<file path="src/rtl/ppu_pixel_fifo.sv">
// PPU pixel pipeline: circular BG FIFO plus a shifting OBJ overlay, with priority
// mixing, fine-scroll discard and palette lookup to one registered 2-bit shade per pop.
module ppu_pixel_fifo #(
  parameter int unsigned DEPTH   = 16,
  parameter int unsigned ROW_PX  = 8,
  parameter int unsigned PX_W    = 2,
  parameter int unsigned LINE_PX = 160
) (
  input  logic                      clk,
  input  logic                      rst,
  input  logic                      clr,
  input  logic [2:0]                discard,
  input  logic                      bg_load,
  input  logic [PX_W*ROW_PX-1:0]    bg_planes,
  output logic                      bg_ready,
  input  logic                      obj_load,
  input  logic [PX_W*ROW_PX-1:0]    obj_planes,
  input  logic                      obj_pal,
  input  logic                      obj_prio,
  input  logic                      bg_en,
  input  logic                      obj_en,
  input  logic [2*(2**PX_W)-1:0]    bgp,
  input  logic [2*(2**PX_W)-1:0]    obp0,
  input  logic [2*(2**PX_W)-1:0]    obp1,
  input  logic                      px_en,
  output logic                      px_valid,
  output logic [1:0]                px_shade,
  output logic [7:0]                px_x,
  output logic                      line_done,
  output logic                      overflow
);

  localparam int unsigned PW = $clog2(DEPTH);
  localparam int unsigned CW = PW + 1;

  logic [PX_W-1:0] r_mem [DEPTH];
  logic [PW-1:0]   r_wr_ptr, r_rd_ptr;
  logic [CW-1:0]   r_count, w_count_nxt;

  logic [PX_W-1:0] r_ov_idx  [ROW_PX];
  logic            r_ov_pal  [ROW_PX];
  logic            r_ov_prio [ROW_PX];
  logic [PX_W-1:0] w_ov_idx  [ROW_PX];
  logic            w_ov_pal  [ROW_PX];
  logic            w_ov_prio [ROW_PX];

  logic [PX_W-1:0] w_bg_row  [ROW_PX];
  logic [PX_W-1:0] w_obj_row [ROW_PX];

  logic [2:0]      r_disc;
  logic [7:0]      r_npx;
  logic            r_px_valid, r_line_done, r_overflow;
  logic [1:0]      r_px_shade;
  logic [7:0]      r_px_x;

  logic            w_load, w_pop, w_obj_ok, w_obj_win;
  logic [PX_W-1:0] w_b;
  logic [2*(2**PX_W)-1:0] w_opal;
  logic [1:0]      w_shade;

  assign bg_ready  = (r_count <= CW'(DEPTH - ROW_PX));
  assign w_load    = bg_load && bg_ready && !clr && !rst;
  assign w_pop     = px_en && (r_count != '0) && !r_line_done && !clr && !rst;
  assign w_obj_ok  = obj_load && (r_count >= CW'(ROW_PX));
  assign w_count_nxt = r_count + (w_load ? CW'(ROW_PX) : '0) - (w_pop ? CW'(1) : '0);

  // Pixel k of a row is the leftmost-first bit (MSB) gathered across all planes.
  always_comb begin
    for (int unsigned k = 0; k < ROW_PX; k++) begin
      w_bg_row[k]  = '0;
      w_obj_row[k] = '0;
      for (int unsigned p = 0; p < PX_W; p++) begin
        w_bg_row[k][p]  = bg_planes[p*ROW_PX + ROW_PX - 1 - k];
        w_obj_row[k][p] = obj_planes[p*ROW_PX + ROW_PX - 1 - k];
      end
    end
  end

  // Overlay next state: shift on pop first, then merge into the still-transparent slots.
  always_comb begin
    for (int unsigned k = 0; k < ROW_PX; k++) begin
      w_ov_idx[k]  = r_ov_idx[k];
      w_ov_pal[k]  = r_ov_pal[k];
      w_ov_prio[k] = r_ov_prio[k];
    end
    if (w_pop) begin
      for (int unsigned k = 0; k < ROW_PX - 1; k++) begin
        w_ov_idx[k]  = r_ov_idx[k+1];
        w_ov_pal[k]  = r_ov_pal[k+1];
        w_ov_prio[k] = r_ov_prio[k+1];
      end
      w_ov_idx[ROW_PX-1]  = '0;
      w_ov_pal[ROW_PX-1]  = 1'b0;
      w_ov_prio[ROW_PX-1] = 1'b0;
    end
    if (w_obj_ok) begin
      for (int unsigned k = 0; k < ROW_PX; k++) begin
        if (w_ov_idx[k] == '0) begin
          w_ov_idx[k]  = w_obj_row[k];
          w_ov_pal[k]  = obj_pal;
          w_ov_prio[k] = obj_prio;
        end
      end
    end
  end

  always_comb begin
    w_b       = bg_en ? r_mem[r_rd_ptr] : '0;
    w_obj_win = obj_en && (r_ov_idx[0] != '0) && !(r_ov_prio[0] && (w_b != '0));
    w_opal    = r_ov_pal[0] ? obp1 : obp0;
    w_shade   = w_obj_win ? w_opal[{r_ov_idx[0], 1'b0} +: 2]
                          : (bg_en ? bgp[{w_b, 1'b0} +: 2] : 2'b00);
  end

  always_ff @(posedge clk) begin
    if (w_load) begin
      for (int unsigned k = 0; k < ROW_PX; k++)
        r_mem[r_wr_ptr + PW'(k)] <= w_bg_row[k];
    end
  end

  always_ff @(posedge clk) begin
    if (rst || clr) begin
      r_wr_ptr    <= '0;
      r_rd_ptr    <= '0;
      r_count     <= '0;
      for (int unsigned k = 0; k < ROW_PX; k++) begin
        r_ov_idx[k]  <= '0;
        r_ov_pal[k]  <= 1'b0;
        r_ov_prio[k] <= 1'b0;
      end
      r_npx       <= '0;
      r_px_valid  <= 1'b0;
      r_px_shade  <= '0;
      r_px_x      <= '0;
      r_line_done <= 1'b0;
      r_disc      <= rst ? 3'd0 : discard;
      if (rst) r_overflow <= 1'b0;
    end else begin
      if (bg_load && !bg_ready) r_overflow <= 1'b1;
      if (w_load) r_wr_ptr <= r_wr_ptr + PW'(ROW_PX);
      if (w_pop)  r_rd_ptr <= r_rd_ptr + PW'(1);
      r_count <= w_count_nxt;
      for (int unsigned k = 0; k < ROW_PX; k++) begin
        r_ov_idx[k]  <= w_ov_idx[k];
        r_ov_pal[k]  <= w_ov_pal[k];
        r_ov_prio[k] <= w_ov_prio[k];
      end
      r_px_valid <= 1'b0;
      if (w_pop) begin
        if (r_disc != '0) begin
          r_disc <= r_disc - 3'd1;
        end else begin
          r_px_valid <= 1'b1;
          r_px_shade <= w_shade;
          r_px_x     <= r_npx;
          r_npx      <= r_npx + 8'd1;
          if (r_npx == 8'(LINE_PX - 1)) r_line_done <= 1'b1;
        end
      end
    end
  end

  assign px_valid  = r_px_valid;
  assign px_shade  = r_px_shade;
  assign px_x      = r_px_x;
  assign line_done = r_line_done;
  assign overflow  = r_overflow;

endmodule

</file>
<file path="config.mk">
export PLATFORM = sky130hd
export DESIGN_NAME = ppu_pixel_fifo
export DESIGN_NICKNAME = d
export VERILOG_FILES = /design/src/rtl/ppu_pixel_fifo.sv
export SDC_FILE = /design/constraint.sdc
export NUM_CORES = 1
export LEC_CHECK = 0
export ABC_AREA = 0
export CAP_MARGIN = 5
export CORE_MARGIN = 1
export CORE_UTILIZATION = 47
export DETAILED_ROUTE_END_ITERATION = 6
export PLACE_DENSITY = 0.75
export RECOVER_POWER = 100
export SLEW_MARGIN = 40
export SYNTH_ARGS = -nofsm -noshare
export SYNTH_HDL_FRONTEND = slang
export SYNTH_SLANG_ARGS = --single-unit
</file>
<file path="constraint.sdc">
create_clock -name clk -period 3.5 [get_ports clk]
set_input_delay 1.05 -clock clk [delete_from_list [all_inputs] [get_ports clk]]
set_output_delay 1.05 -clock clk [all_outputs]
set_load 0.03 [all_outputs]
</file>
# After elaboration in Yosys (flattened, before gate mapping)
# Memory sizes are Yosys's and may differ from the RTL's. A register that Yosys moved wholly into a read port is not among the register bits.
# Index checks and enable logic that the tools add are counted.
totals:
  register_bits: 37
  mem_bits_rw: 64
  out_inout_bits: 14
  memories: 4
op_classes:
  addsub: 13
  n_lt_le_gt_ge: 2
  n_eq_ne: 2
  shifts: 2
  n_mux: 75
  bitwise_logic: 26
  reduce_logical: 38
memory_table:
  columns: ["name", "depth", "word_bits", "read_ports", "rd_clocked_by_memory_dff", "write_ports", "line", "rtl"]
  rows:
  - ["r_mem", 16, 2, 1, 1, 8, "36", "logic [PX_W-1:0] r_mem [DEPTH];"]
  - ["r_ov_idx", 8, 2, 8, 0, 8, "40", "logic [PX_W-1:0] r_ov_idx [ROW_PX];"]
  - ["r_ov_pal", 8, 1, 8, 0, 8, "41", "logic r_ov_pal [ROW_PX];"]
  - ["r_ov_prio", 8, 1, 8, 0, 8, "42", "logic r_ov_prio [ROW_PX];"]
ops:
  columns: ["cell", "n"]
  rows:
  - ["two-way mux 1 bit", 42]
  - ["two-way mux 8 bit", 5]
  - ["two-way mux 2 bit", 19]
  - ["two-way mux 16 bit", 2]
  - ["bitwise OR 1 bit", 24]
  - ["adder 4 x 3 -> 4 bit (second input constant)", 4]
  - ["logical NOT 2 bit", 8]
  - ["indexed part select 8 x 4 -> 2 bit", 2]
  - ["logical AND 1 bit", 12]
  - ["two-way mux 3 bit", 4]
  - ["two-way mux 4 bit", 3]
  - ["nonzero test 2 bit", 5]
  - ["adder 4 x 1 -> 4 bit (second input constant)", 2]
  - ["adder 4 x 2 -> 4 bit (second input constant)", 2]
  - ["adder 8 x 1 -> 8 bit (second input constant)", 1]
  - ["== test 8 bit (second input constant)", 1]
  - ["AND reduction 2 bit", 3]
  - ["adder 5 x 4 -> 5 bit", 1]
  - ["greater-or-equal comparator 5 x 4 -> 1 bit (second input constant)", 1]
  - ["less-or-equal comparator 5 x 4 -> 1 bit (second input constant)", 1]
  - ["logical NOT 1 bit", 5]
  - ["nonzero test 5 bit", 1]
  - ["subtractor 5 x 1 -> 5 bit", 1]
  - ["adder 4 bit (second input constant)", 1]
  - ["7 further kinds", 8]

# Longest topological paths before layout
# Gate-level depths: netlist of run 1.
logic_depth:
  depth_word: 10
  mapped_depth: 14

# Worst setup path after synthesis of run 1
# Ideal clock, no wire load.
synth_timing:
  path_type: "input port to flip-flop"
  start: "input clr"
  end: "register r_count[3]"
  arrival_time_ns: 3.195
  slack_ns: 0.177
  cell_stages: 13
  path_buffers: 4
  cell_sequence: "buf_6 or4b_1 a21o_1 buf_6 clkinv_4 buf_6 buf_2 ha_1 inv_1 ha_1 fa_1 xnor2_1 nor2_1"
synth_between:
  elab_chain_cells: 6
  elab_cells_between_ends: 10
  classes_between: "2 x add/sub; 2 x mux; 6 x reduce/logical"
synth_lines:
  columns: ["item", "line", "rtl"]
  rows:
  - ["start, declared", "11", "input logic clr,"]
  - ["logical NOT 1 bit", "62, 63", null]
  - ["logical AND 1 bit (2 in series)", "62", "assign w_load = bg_load && bg_ready && !clr && !rst;"]
  - ["two-way mux 4 bit", "65", "assign w_count_nxt = r_count + (w_load ? CW'(ROW_PX) : '0) - (w_pop ? CW'(1) : '0);"]
  - ["adder 5 x 4 -> 5 bit", "65", null]
  - ["subtractor 5 x 1 -> 5 bit", "65", null]
  - ["end signal, assigned", "143", "r_count <= w_count_nxt;"]
  - ["end, declared", "38", "logic [CW-1:0] r_count, w_count_nxt;"]
# Several ways; a longest one is shown, not always the timed one.
# A chain may end at the register's enable or synchronous reset.

# Worst setup path after layout of run 1
layout_timing:
  start: "input clr"
  end: "register r_npx[4]"
layout_between:
  elab_chain_cells: 4
  elab_cells_between_ends: 5
  classes_between: "5 x reduce/logical"
layout_lines:
  columns: ["item", "line", "rtl"]
  rows:
  - ["logical NOT 1 bit", "63", "assign w_pop = px_en && (r_count != '0) && !r_line_done && !clr && !rst;"]
  - ["logical AND 1 bit (2 in series)", "63", null]
  - ["AND reduction 2 bit (no line)", null, null]
  - ["end signal, assigned", "157", "r_npx <= r_npx + 8'd1;"]
  - ["end, declared", "51", "logic [7:0] r_npx;"]
# Several ways; a longest one is shown, not always the timed one.

==> qor.yml, run 1 <==
status:
  outcome: "completed"
route:
  first_iter_violations: 95
  drc: 0
  viasPerCell: 5.224
  via_count: 3516
  drt_pass1_iterations: 6
  ant_nets: 0
  wl_per_cell_um: 14.64
  wl_mm: 9.851
placed_design:
  dp.cells: 657
  gp_congestion: 0.7945
  placedInstanceArea_um2: 5594
  place_ws_ns: 0.1431
  dp_hpwl_mm: 6.995
  portBuffers: 82
grt:
  grt_overflow: 0
  grt.total_usage: 0.2068
  busiest_layer: "met2"
  antenna_found_initial: 0
  grt_pass1_wl_mm: 16.34
  use_met1: 0.2749
  grt_pass1_vias: 3450
  use_met3: 0.02968
  grt_max_degree: 56
  use_met2: 0.3412
synthesis:
  synth_cell_type_count: 53
  muxShareOfSynthArea: 0.1323
  synth_compound_area_frac: 0.08782
  synth_enable_flop_cells: 36
  synthAdderAreaFrac: 0.02856
  yosysWarnings: 0
  synth-xor-area-share: 0.02640
  syn_nets: 537
  netlist_area_um2: 4644
  synth_simple_gate_area_frac: 0.1627
  synth.ff_latch_count: 102
  seq_area_frac_synth: 0.5172
  syn-instance-count: 458
  synthArstFlopShare: 0
  yosysTopAreaCell: "dfxtp_1"
  synth_area_leaders: "dfxtp_1 (28%), edfxtp_1 (23%), mux2i_1 (7.3%)"
  synth_ff_type: "dfxtp_1"
  syn_area_per_cell_um2: 10.14
  synth_top_area_frac: 0.2845
  synth_top_family_by_area: "simple AND/OR/NAND/NOR gates"
clocking:
  cts_setup_buffers: 0
  cts_buffers: 9
  cts_tree: "built"
  cts.repair.resized: 0
  cts_max_level: 3
  clk_path_buf_depth: 2
  ctsHoldBuffers: 0
  cts.clk_slew.worst_paths_ns: 0.10
  clock_latency_ns: 0.38
  cts-root-buf: "clkbuf_8"
  clock-sinks: 102
power:
  comb_power_share: 0.115
  power_frac_seq: 0.570
  sw_frac_of_total: 0.2541
  power.leakage_nw: 2.042
  pwr_density_cell_nw_per_um2: 387.8
  p_int_w: 0.001659
  power_switching_w: 0.0005651
  ir_drop_mv: 0.2030
  total_power_w: 0.002225
  pwr-share-clk: 0.315
cells_and_area:
  diodes: 0
  layout.cells.non_filler: 673
  stdcell_area_um2: 5737
  drive_above_1_share: 0.07353
  fill_cells: 796
  area_delta_synth_final_pct: 23.52
  finalNetCount: 618
flow_run:
  max_cap_viol_count: 0
worst_setup_path:
  crit_slowest_cell: "dlygate4sd3_1"
  cp_num_buf_inv: 5
  cpLargestDelayFamily: "buffers and inverters"
  crit_arrival_ns: 3.46
  crit_required_ns: 3.71
  worst-setup-path-type: "in -> reg"
  critical_path.cell_chain: "dlygate4sd3_1, or4b_1, a21o_1, clkinvlp_2, buf_12, nand2_1, clkinv_2, clkbuf_2, nand4_1, xor2_1, nor2_1"
  cp-end-kind: "flip-flop"
  slowest_delay_ns: 0.55
  worst_setup_path_start_kind: "primary input"
  crit_fanout: 38
floorplan:
  rows: 35
  ioPinCount: 83
  die_area_um2: 10280
  die_width_um: 101.4
  coreArea_um2: 9415
  die_y_um: 101.4
  initial_utilization: 0.4933
timing:
  fin_skew_ns: 0.01607
  slew_violations: 0
  period_share: 0.9264
  hold_violations: 0
  setup_ws_ns: 0.2575
  worstMarginPinSlew_ns: 1.154
  rsz0062_at_grt: "false"
  setup_violations: 0
  min_period_ns: 3.243
  clock.fmax_mhz: 308.4
  relSlewSlack: 0.2305
  tns_ns: 0
worst_hold_path:
  hold_path_class: "reg -> reg"
power by group through the flow:
stage               clock network (W)  logic [W]  registers [W]
floorplan                           0   0.000146        0.00129
global placement                    0   0.000259        0.00129
detailed placement                  0   0.000265        0.00130
CTS                          0.000715   0.000267        0.00127
global route                 0.000758   0.000281        0.00127
finish                       0.000701   0.000256        0.00127
final cells by class:
type,instances,area [µm²],share of cell area
Tap cell,129,161.4,0.02814
Clock buffer,10,127.6,0.02225
Timing Repair Buffer,94,899.6,0.1568
Inverter,18,70.07,0.01221
Multi-Input combinational cell,314,2022,0.3525
Clock inverter,6,53.80,0.009378
Sequential cell,102,2402,0.4188
cells by family after synthesis:
group           after synthesis
mux                          48
buf+inv                      42
simple gates                178
xor+xnor                     14
flops                       102
fa+ha+maj                    10
compound gates               64
metal layers:
| layer | up-vias | wire length (µm) |
|---|---|---|
| met5 | - | 0 |
| met4 | 0 | 172 |
| met2 | 94 | 4537 |
| met3 | 15 | 418 |
| met1 | 1650 | 4723 |
| li1 | 1757 | - |
worst min-delay path: cells and delay by family, from the launching register on:
family / cells / cell delay (ns)
AO/OA/AOI/OAI: 1 / 0.05
flip-flops: 1 / 0.32
AND/OR/NAND/NOR: 1 / 0.05
sequential cells by signal, indices dropped and copies added, names as in the netlist, 4 cells and up, named ones only:
name	count
r_mem	32
r_ov_pal	8
r_ov_prio	8
r_ov_idx	16
r_npx	8
r_count	5
px_x	8
r_rd_ptr	4
through the flow:
step | hold slack [ns] | util
floorplan | 0.4481 | -
global placement | 0.4419 | 0.5942
detailed placement | 0.4480 | 0.5942
CTS | 0.4616 | 0.6134
global route | 0.4684 | 0.6093
finish | 0.4564 | 0.6093
Yosys cell counts, types with 6 or more instances:
library cell  number
a21oi_1           27
a31oi_1            6
clkbuf_1          13
dfxtp_1           66
edfxtp_1          36
ha_1               9
inv_1             15
mux2i_1           34
mux4_2            10
nand2_1           83
nand3_1           20
nor2_1            52
o21ai_0            7
xnor2_1            6
xor2_1             8
layout by cell type (no fill, tap or decap), drive strengths merged, types with 2 or more instances in the layout:
cell type      count
a31oi              6
nand2             84
nand2b             2
inv               18
xnor2              6
o21ai             10
edfxtp            36
dlygate4sd3       31
o211ai             4
o2111ai            2
dfxtp             66
mux2i             34
ha                 9
clkdlybuf4s50     51
clkinv             4
a21o               2
o21a               3
buf                5
clkbuf            17
nand4              3
and2               3
nor2              53
clkinvlp           2
mux2               4
a21oi             28
nor3               5
mux4              10
xor2               8
a41oi              2
a221oi             2
and4               2
nand3             20
o21bai             2
nor2b              2
worst paths after layout:
path	start	end	slack, ns	cells after the start
min reg2reg	px_x[3]	px_x[3]	0.46	2
max reg2reg	line_done	r_npx[4]	1.04	10
min	px_x[3]	px_x[3]	0.46	2
max	clr	r_npx[4]	0.26	11
(Power assumes the default switching activity.)
==> run 2: changes to the inputs <==
--- a/config.mk
+++ b/config.mk
@@ -9,6 +9,7 @@
 export CAP_MARGIN = 5
 export CORE_MARGIN = 1
 export CORE_UTILIZATION = 47
+export CTS_CLUSTER_SIZE = 8
 export DETAILED_ROUTE_END_ITERATION = 6
 export PLACE_DENSITY = 0.75
 export RECOVER_POWER = 100
==> results of run 2 <==
No change in the layout: final DEF, timing and power equal those of run 1.
==> run 3: changes to the inputs <==
--- a/config.mk
+++ b/config.mk
@@ -9,11 +9,12 @@
 export CAP_MARGIN = 5
 export CORE_MARGIN = 1
 export CORE_UTILIZATION = 47
+export CTS_CLUSTER_DIAMETER = 80
 export CTS_CLUSTER_SIZE = 8
 export DETAILED_ROUTE_END_ITERATION = 6
 export PLACE_DENSITY = 0.75
 export RECOVER_POWER = 100
-export SLEW_MARGIN = 40
+export SLEW_MARGIN = 5
 export SYNTH_ARGS = -nofsm -noshare
 export SYNTH_HDL_FRONTEND = slang
 export SYNTH_SLANG_ARGS = --single-unit
==> results of run 3 <==
No change in the layout: final DEF, timing and power equal those of run 1.
